===== src/rtl/core_if_buf_pkg.sv =====
// Shared defaults and helpers for the instruction-fetch buffer slice.
package core_if_buf_pkg;

  // Default fetch address and data widths
  localparam int unsigned IF_ADDR_W      = 32;
  localparam int unsigned IF_INSTR_W     = 32;

  // Default buffer depth (in-flight plus buffered instructions)
  localparam int unsigned IF_FETCH_DEPTH = 4;

  // Address of the first fetch after reset
  localparam logic [31:0] IF_PC_START    = 32'h0000_0200;

  // Counters must hold the value "depth" itself, so one extra bit is needed
  function automatic int unsigned ifCntWidth(input int unsigned depth);
    return $clog2(depth) + 1;
  endfunction

endpackage


===== src/rtl/core_if_fifo.sv =====
// Synchronous FIFO with flush, used to buffer {pc, pc+4, instr} entries
// between the L1I response port and decode.
module core_if_fifo
  import core_if_buf_pkg::*;
#(
  parameter int WIDTH = 8,
  parameter int DEPTH = 4
) (
  input  logic                        clk,
  input  logic                        n_rst,
  input  logic                        i_flush,
  input  logic                        i_push,
  input  logic [WIDTH-1:0]            i_pushData,
  input  logic                        i_pop,
  output logic [WIDTH-1:0]            o_popData,
  output logic                        o_full,
  output logic                        o_empty,
  output logic [ifCntWidth(DEPTH)-1:0] o_count
);

  localparam int PTR_W = $clog2(DEPTH);
  localparam int CNT_W = ifCntWidth(DEPTH);

  logic [WIDTH-1:0] r_mem [DEPTH];
  logic [PTR_W-1:0] r_wrPtr;
  logic [PTR_W-1:0] r_rdPtr;
  logic [CNT_W-1:0] r_count;
  logic             w_doPop;

  // Popping an empty FIFO is a no-op; pushes are trusted to find room
  assign w_doPop   = i_pop && (r_count != '0);

  assign o_popData = r_mem[r_rdPtr];
  assign o_full    = (r_count == CNT_W'(DEPTH));
  assign o_empty   = (r_count == '0);
  assign o_count   = r_count;

  // Storage, pointers and occupancy; flush empties the FIFO without touching data
  always_ff @(posedge clk or negedge n_rst) begin
    if (!n_rst) begin
      r_wrPtr <= '0;
      r_rdPtr <= '0;
      r_count <= '0;
      for (int i = 0; i < DEPTH; i++) begin
        r_mem[i] <= '0;
      end
    end else if (i_flush) begin
      r_wrPtr <= '0;
      r_rdPtr <= '0;
      r_count <= '0;
    end else begin
      if (i_push) begin
        r_mem[r_wrPtr] <= i_pushData;
        r_wrPtr        <= r_wrPtr + PTR_W'(1);
      end
      if (w_doPop) begin
        r_rdPtr <= r_rdPtr + PTR_W'(1);
      end
      r_count <= r_count + CNT_W'(i_push) - CNT_W'(w_doPop);
    end
  end

endmodule


===== src/rtl/core_if_buf.sv =====
// Instruction-fetch stage: owns the PC, issues sequential L1I requests under
// a credit limit, buffers returned instructions for decode, and flushes on
// redirect while discarding responses that belong to the old path.
module core_if_buf
  import core_if_buf_pkg::*;
#(
  parameter int                ADDR_W      = IF_ADDR_W,
  parameter int                INSTR_W     = IF_INSTR_W,
  parameter int                FETCH_DEPTH = IF_FETCH_DEPTH,
  parameter logic [ADDR_W-1:0] PC_START    = ADDR_W'(IF_PC_START)
) (
  input  logic               clk,
  input  logic               n_rst,
  input  logic               if_stop_in,
  input  logic               if_redirect_in,
  input  logic [ADDR_W-1:0]  if_redirect_addr_in,
  output logic               if_l1i_req_val_out,
  output logic [ADDR_W-1:0]  if_l1i_req_addr_out,
  input  logic               if_l1i_req_rdy_in,
  input  logic               if_l1i_resp_val_in,
  input  logic [INSTR_W-1:0] if_l1i_resp_data_in,
  output logic               if_dec_val_out,
  output logic [ADDR_W-1:0]  if_dec_pc_out,
  output logic [ADDR_W-1:0]  if_dec_pc_4_out,
  output logic [INSTR_W-1:0] if_dec_instr_out,
  input  logic               if_dec_rdy_in
);

  localparam int CNT_W   = ifCntWidth(FETCH_DEPTH);
  localparam int ENTRY_W = 2 * ADDR_W + INSTR_W;

  logic [ADDR_W-1:0]  r_fetchPc;
  logic [ADDR_W-1:0]  r_respPc;
  logic [CNT_W-1:0]   r_outstanding;
  logic [CNT_W-1:0]   r_dropCnt;

  logic [CNT_W-1:0]   w_fifoCount;
  logic               w_fifoEmpty;
  logic               w_unusedFull;
  logic [CNT_W:0]     w_creditSum;
  logic               w_reqFire;
  logic               w_dropResp;
  logic               w_pushFire;
  logic               w_popFire;
  logic [ADDR_W-1:0]  w_redirectPc;
  logic [ADDR_W-1:0]  w_respPc4;
  logic [ENTRY_W-1:0] w_pushData;
  logic [ENTRY_W-1:0] w_headData;
  logic               w_unusedAddrLsb;

  // Redirect targets are word aligned; the low address bits carry no meaning
  assign w_redirectPc    = {if_redirect_addr_in[ADDR_W-1:2], 2'b00};
  assign w_unusedAddrLsb = ^if_redirect_addr_in[1:0];

  // Everything in flight or buffered occupies a FIFO slot, so the sum bounds issue
  assign w_creditSum = {1'b0, r_outstanding} + {1'b0, w_fifoCount};

  assign if_l1i_req_val_out  = n_rst && !if_stop_in && !if_redirect_in &&
                               (w_creditSum < (CNT_W + 1)'(FETCH_DEPTH));
  assign if_l1i_req_addr_out = r_fetchPc;

  assign w_reqFire  = if_l1i_req_val_out && if_l1i_req_rdy_in;
  assign w_dropResp = if_l1i_resp_val_in && (r_dropCnt != '0);
  assign w_pushFire = if_l1i_resp_val_in && (r_dropCnt == '0) && !if_redirect_in;
  assign w_popFire  = if_dec_rdy_in && !w_fifoEmpty && !if_redirect_in;

  assign w_respPc4  = r_respPc + ADDR_W'(4);
  assign w_pushData = {r_respPc, w_respPc4, if_l1i_resp_data_in};

  assign if_dec_val_out   = !w_fifoEmpty;
  assign if_dec_pc_out    = w_headData[ENTRY_W-1 -: ADDR_W];
  assign if_dec_pc_4_out  = w_headData[INSTR_W +: ADDR_W];
  assign if_dec_instr_out = w_headData[INSTR_W-1:0];

  // Fetch and response PCs: redirect reloads both, otherwise each advances on its own event
  always_ff @(posedge clk or negedge n_rst) begin
    if (!n_rst) begin
      r_fetchPc <= PC_START;
      r_respPc  <= PC_START;
    end else if (if_redirect_in) begin
      r_fetchPc <= w_redirectPc;
      r_respPc  <= w_redirectPc;
    end else begin
      if (w_reqFire) begin
        r_fetchPc <= r_fetchPc + ADDR_W'(4);
      end
      if (w_pushFire) begin
        r_respPc <= w_respPc4;
      end
    end
  end

  // In-flight and stale-response counters; on redirect every older request becomes stale
  always_ff @(posedge clk or negedge n_rst) begin
    if (!n_rst) begin
      r_outstanding <= '0;
      r_dropCnt     <= '0;
    end else if (if_redirect_in) begin
      r_outstanding <= r_outstanding - CNT_W'(if_l1i_resp_val_in);
      r_dropCnt     <= r_outstanding - CNT_W'(if_l1i_resp_val_in);
    end else begin
      r_outstanding <= r_outstanding + CNT_W'(w_reqFire) - CNT_W'(if_l1i_resp_val_in);
      if (w_dropResp) begin
        r_dropCnt <= r_dropCnt - CNT_W'(1);
      end
    end
  end

  core_if_fifo #(
    .WIDTH (ENTRY_W),
    .DEPTH (FETCH_DEPTH)
  ) u_fifo (
    .clk        (clk),
    .n_rst      (n_rst),
    .i_flush    (if_redirect_in),
    .i_push     (w_pushFire),
    .i_pushData (w_pushData),
    .i_pop      (w_popFire),
    .o_popData  (w_headData),
    .o_full     (w_unusedFull),
    .o_empty    (w_fifoEmpty),
    .o_count    (w_fifoCount)
  );

endmodule


===== config.mk =====
export PLATFORM = sky130hd
export DESIGN_NAME = core_if_buf
export DESIGN_NICKNAME = d
export VERILOG_FILES = /design/src/rtl/core_if_buf_pkg.sv /design/src/rtl/core_if_fifo.sv /design/src/rtl/core_if_buf.sv
export SDC_FILE = /design/constraint.sdc
export NUM_CORES = 1
export LEC_CHECK = 0
export ABC_AREA = 1
export CORE_MARGIN = 1.5
export CORE_UTILIZATION = 30
export DETAILED_ROUTE_END_ITERATION = 7
export PLACE_DENSITY = 0.47
export SLEW_MARGIN = 40
export SYNTH_ARGS = -nofsm -noshare
export SYNTH_HDL_FRONTEND = slang
export SYNTH_SLANG_ARGS = --single-unit

===== constraint.sdc =====
create_clock -name clk -period 3.5 [get_ports clk]
set_input_delay 0.7 -clock clk [delete_from_list [all_inputs] [get_ports clk]]
set_output_delay 0.7 -clock clk [all_outputs]
set_load 0.02 [all_outputs]

---- Word-level counts from Yosys, hierarchy flattened ----
Cells that the tools add are included.
cells by class
  add/sub/neg operators ................... 11
  multiply operators ...................... 0
  divide/modulo/power cells ............... 0
  order comparisons ....................... 4
  eq/ne operators ......................... 0
  shift-type cells ........................ 0
  muxes and demuxes ....................... 18
  bitwise logic cells ..................... 3
  reduce and logical (&&, ||, !) cells .... 23
operator list
  cell                                                        count
  bitwise mux 384 bit                                         1
  two-way mux 96 bit                                          3
  binary-select mux 96 bit (select 2 bit)                     1
  demux 96 bit (select 2 bit)                                 1
  two-way mux 32 bit                                          4
  adder 32 x 3 -> 32 bit, second input constant               2
  two-way mux 3 bit                                           4
  logical AND 1 bit                                           11
  subtractor 3 x 1 -> 3 bit                                   3
  two-way mux 2 bit                                           4
  nonzero test 2 bit                                          4
  adder 3 x 1 -> 3 bit                                        2
  >= comparator 3 bit, second input constant                  2
  logical NOT 3 bit                                           2
  NOT 2 -> 3 bit                                              2
  nonzero test 3 bit                                          2
  adder 2 x 1 -> 2 bit, second input constant                 2
  adder 3 x 3 -> 4 bit                                        1
  less-than comparator 4 x 3 -> 1 bit, second input constant  1
  logical NOT 1 bit                                           3
  less-than comparator 3 x 1 -> 1 bit, second input constant  1
  subtractor 3 x 1 -> 3 bit, second input constant            1
  AND reduction 2 bit                                         1
  NOT 1 bit                                                   1
word-level totals
  bits in registers ....................... 461
  latch bits .............................. 0
  memory bits (writable) .................. 0
  memory bits (read-only) ................. 0
  input bits .............................. 71
  logic and storage cells ................. 70
  memories kept ........................... 0

---- Depth between registers and ports, before layout ----
  depth after elaboration ................. 8
  depth in mapped cells ................... 14
  depth with buffers taken out ............ 13

---- Hierarchy ----
Synthesis repeated with hierarchy kept, for this count alone.
second synthesis, totals
  cell total of the unflattened synthesis .. 2,702
  area, all modules ....................... 21,805.9 sq um
modules (own cells, without submodules)
  module        instances  cells an instance  area an instance (sq um)
  core_if_fifo  1          1,934              16,754.8
  core_if_buf   1          768                5,051.1

---- Worst setup path before layout ----
Ideal clock, no wire load.
  path kind ............................... in2reg
  from .................................... input if_redirect_in
  to ...................................... register r_outstanding[2]
  data arrival time ....................... 2,687 ps
  data required time ...................... 3,434 ps
  slack ................................... 747 ps
  stages on the path ...................... 13
  path buffers ............................ 1
  path through ............................ nor2_1 nand3_1 nor2_2 nand2_2 buf_2 ha_1 inv_1 ha_1 fa_1 xnor2_1 xor2_1 nand2_1 nand2_1
between the ends
  cells in the longest elaborated chain, start to end .. 7
ends and longest elaborated chain
  what                             RTL line            RTL
  start, declared                  core_if_buf.sv:15   input logic if_redirect_in,
  logical NOT 1 bit                core_if_buf.sv:58   assign if_l1i_req_val_out = n_rst && !if_stop_in && !if_redirect_in &&
  logical AND 1 bit (2 in series)  core_if_buf.sv:58
  via if_l1i_req_val_out           core_if_buf.sv:17   output logic if_l1i_req_val_out,
  logical AND 1 bit                core_if_buf.sv:62   assign w_reqFire = if_l1i_req_val_out && if_l1i_req_rdy_in;
  adder 3 x 1 -> 3 bit             core_if_buf.sv:102  r_outstanding <= r_outstanding + CNT_W'(w_reqFire) - CNT_W'(if_l1i_resp_val_in);
  subtractor 3 x 1 -> 3 bit        core_if_buf.sv:102
  two-way mux 3 bit                core_if_buf.sv:98   end else if (if_redirect_in) begin
  end signal, assigned             core_if_buf.sv:99   r_outstanding <= r_outstanding - CNT_W'(if_l1i_resp_val_in);
  end signal, assigned             core_if_buf.sv:102
  end, declared                    core_if_buf.sv:34   logic [CNT_W-1:0] r_outstanding;
The timed path passes the listed nets, and every way through them passes these cells.
A chain may end at the register's enable or synchronous reset.

---- Final worst setup path ----
  from .................................... register u_fifo.r_rdPtr[0]
  to ...................................... output if_dec_instr_out[5]
between the ends
  cells in the longest elaborated chain, start to end .. 4
ends and longest elaborated chain
  what                                                    RTL line            RTL
  start, declared                                         core_if_fifo.sv:26  logic [PTR_W-1:0] r_rdPtr;
  start signal, assigned                                  core_if_fifo.sv:57  r_rdPtr <= r_rdPtr + PTR_W'(1);
  NOT 2 -> 3 bit (implied by the code)                    core_if_fifo.sv:33  assign o_popData = r_mem[r_rdPtr];
  binary-select mux 96 bit (select 2 bit)                 core_if_fifo.sv:33
  two-way mux 96 bit (implied by the code) (2 in series)  core_if_fifo.sv:33
  end, declared                                           core_if_buf.sv:25   output logic [INSTR_W-1:0] if_dec_instr_out,
No other way between the ends. The select of a mux whose other input is x is not followed.

==> impl_metrics.json <==
{
  "place_hpwl_um": 43100,
  "ys_ff_latch": 441,
  "dp.cells": 3638,
  "cp_slowest_cell": "clkdlybuf4s50_1",
  "firstDrtPassIters": 5,
  "setup_viol": 0,
  "worstPathRequired_ns": 2.80,
  "drv_slew": 0,
  "end_kind": "primary output",
  "ys_top_cells_by_count": "nand2_1 (820), o21ai_0 (480), dfrtp_1 (439)",
  "max_freq_mhz": 295,
  "io_pins": 201,
  "cp_num_buf_inv": 4,
  "period_needed_ns": 3.39,
  "path_cells": "inv_4 > buf_12 > buf_4 > o21ai_0 > o22ai_1 > clkdlybuf4s50_1",
  "via_per_inst": 4.87,
  "max_cap_violations": 0,
  "yosysMostFrequentCell": "nand2_1",
  "core_area_um2": 68800,
  "io_buffers": 192,
  "dieArea_um2": 71400,
  "relSlewSlack": 0.468,
  "seq_power_share": 0.348,
  "drive_gt1_frac": 0.0688,
  "cpPeakStageDelay_ns": 0.64,
  "status": "finished clean",
  "gr-total-overflow": 0,
  "period_share": 0.969,
  "syn_inst": 2619,
  "die_h_um": 267,
  "cp_max_fo": 54,
  "crit_path_start_kind": "flip-flop",
  "clockBufferDepth": 3,
  "synth_top_area_cell": "dfrtp_1",
  "layoutNonFillerInstCount": 3738,
  "synth_edf_count": 0,
  "cellInternalPower_mw": 12.6,
  "clock-root-buffer": "clkbuf_16",
  "syn_area_per_cell_um2": 7.99,
  "yosys-top-cells-area": "dfrtp_1 (52%), nand2_1 (15%), o21ai_0 (11%)",
  "clock_latency_ns": 0.59,
  "drc": 0,
  "hold_class": "flip-flop to flip-flop",
  "num_vias": 18200,
  "synth_top_cell_area_share": 0.525,
  "routedLengthMet1_um": 30300,
  "die_w_um": 267,
  "hold_viol": 0,
  "cts_buffers": 53,
  "setup-tns-final_ns": 0,
  "switching_power_mw": 7.38,
  "grt_pass1_wl_um": 105000,
  "track_usage": 0.189,
  "cts_tree": "built",
  "wl_met2_um": 31400,
  "cellPowerDensity_nw_per_um2": 778,
  "grt_max_degree": 102,
  "worstSetupPathType": "flip-flop to primary output",
  "first_global_vias": 18000,
  "routedWlPerCell_um": 17.9,
  "worstPathArrival_ns": 2.69,
  "clock-sinks": 441,
  "worst_ir_drop_vdd_v": 0.000379,
  "ys_async_sr_fraction": 1.00,
  "swShare": 0.368,
  "clock_skew_ns": 0.0146,
  "finalInstanceArea_um2": 25700,
  "initialDrtViolationCount": 1576,
  "std_cell_rows": 96,
  "antenna_found_initial": 1,
  "ys_seq_area_frac": 0.527,
  "combPwrFrac": 0.371,
  "syn_area_um2": 20900,
  "yosys_warnings": 0,
  "pre_cts_ws_ns": 0.393,
  "setup_slack_ns": 0.107,
  "synth.distinct_cells": 39,
  "htreeDepth": 2,
  "path_clk_slew_ns": 0.06,
  "clockPowerShare": 0.280,
  "leakage_nw": 12.4,
  "rsz0062_at_grt": "true",
  "wl_um": 67000,
  "place_congestion": 0.879,
  "syn_to_final_growth_pct": 22.9,
  "start_util": 0.304,
  "antenna_left": 0,
  "top_layer_used": "met4",
  "place_area_um2": 23900,
  "path_delay_family": "buffers and inverters",
  "tightestPinTransition_ns": 0.798,
  "dr_wl_met3_um": 3700,
  "num-nets-final": 2857,
  "synth_ff_type": "dfrtp_1"
}
## layout make-up
type / instances / area (um^2)
repair buffers: 248 / 2540
inverters: 155 / 584
multi-input cells: 1869 / 8640
well taps: 931 / 1160
diodes: 1 / 2.50
clock buffers: 70 / 1460
fillers: 7045 / 43100
clock inverters: 23 / 304
flip-flops and latches: 441 / 11000
## through the flow
stage	utilization	total power, mW	hold slack (ns)
finish	0.374	20.0	0.471
detailed placement	0.347	14.7	0.460
floorplan	-	11.1	0.404
CTS	0.373	20.3	0.476
global route	0.374	21.3	0.493
global placement	0.346	14.6	0.457
## cell usage in the layout, fill, tap and decap left out, types with 5 or more instances in the layout
cell,count
o21ai_1,15
clkbuf_1,10
buf_6,8
nor2_1,259
clkinv_2,11
bufinv_16,7
o211ai_1,18
clkdlybuf4s50_1,161
conb_1,6
inv_1,149
nor2_4,5
o22ai_1,88
dlygate4sd2_1,16
o21ai_0,480
nand2_4,5
clkbuf_8,7
nand3_1,83
buf_4,37
ha_1,16
dlymetal6s2s_1,13
o21bai_1,6
a21oi_1,5
xor2_2,7
dfrtp_1,437
inv_2,5
nor2_2,11
clkbuf_16,53
xor2_1,14
buf_12,9
nand2_1,820
## final timing paths
kind                                        to  cells past startpoint               from  slack [ns]
max in group asynchronous    u_fifo.r_mem[328]                      5              n_rst        1.20
min reg2reg                  u_fifo.r_mem[251]                      2  u_fifo.r_mem[251]        0.47
max                        if_dec_instr_out[5]                      6  u_fifo.r_rdPtr[0]        0.11
min                          u_fifo.r_mem[251]                      2  u_fifo.r_mem[251]        0.47
min in group asynchronous    u_fifo.r_mem[106]                      2              n_rst        0.54
max reg2reg                   r_outstanding[2]                     13  u_fifo.o_count[1]        0.94
## registers in the layout (all words and copies together) (netlist names)
register and cells:
if_l1i_req_addr_out 30, r_dropCnt 3, r_outstanding 3, r_respPc 30
u_fifo.o_count 3, u_fifo.r_mem 368, u_fifo.r_rdPtr 2, u_fifo.r_wrPtr 2
## power groups by stage
stage	clock, mW	sequential [mW]	combinational, mW
after global placement	0	7.03	7.52
final	5.62	6.97	7.44
after CTS	5.79	6.97	7.59
after floorplan	0	6.88	4.21
after global routing	6.00	7.12	8.21
after detailed placement	0	7.05	7.61
## kinds of logic after synthesis
| logic type | count (synthesis) | share of synthesized area |
|---|---|---|
| xor+xnor | 25 | 0.0130 |
| flops | 441 | 0.527 |
| fa+ha+maj | 18 | 0.0115 |
| buf+inv | 314 | 0.0624 |
| simple gates | 1199 | 0.228 |
| compound gates | 621 | 0.157 |
| other cells | 1 | 0.000179 |
## per-layer routing
metal,vias up,global-route usage
met3,91,0.0297
met2,504,0.312
met5,-,0
met1,8832,0.257
met4,0,0.0528
li1,8776,-
## worst reg2reg max path, cell delays in order (launching register included)
cell,delay (ns)
dfrtp_1,0.44
ha_1,0.29
nand3_1,0.08
nand2_1,0.08
nor2_2,0.15
nand2_2,0.07
ha_1,0.27
inv_1,0.04
ha_1,0.18
fa_1,0.39
xnor2_1,0.21
xor2_1,0.16
nand2_1,0.06
nand2_1,0.06
## what timing repair did
action | CTS | global route
gates resized for setup | 23 | 14
cloned | 0 | 0
hold endpoints to repair | 12 | 0
hold buffers | 1 | 0
buffers inserted | 1 | 4
setup endpoints to repair | 46 | 28
(Power assumes the default switching activity.)
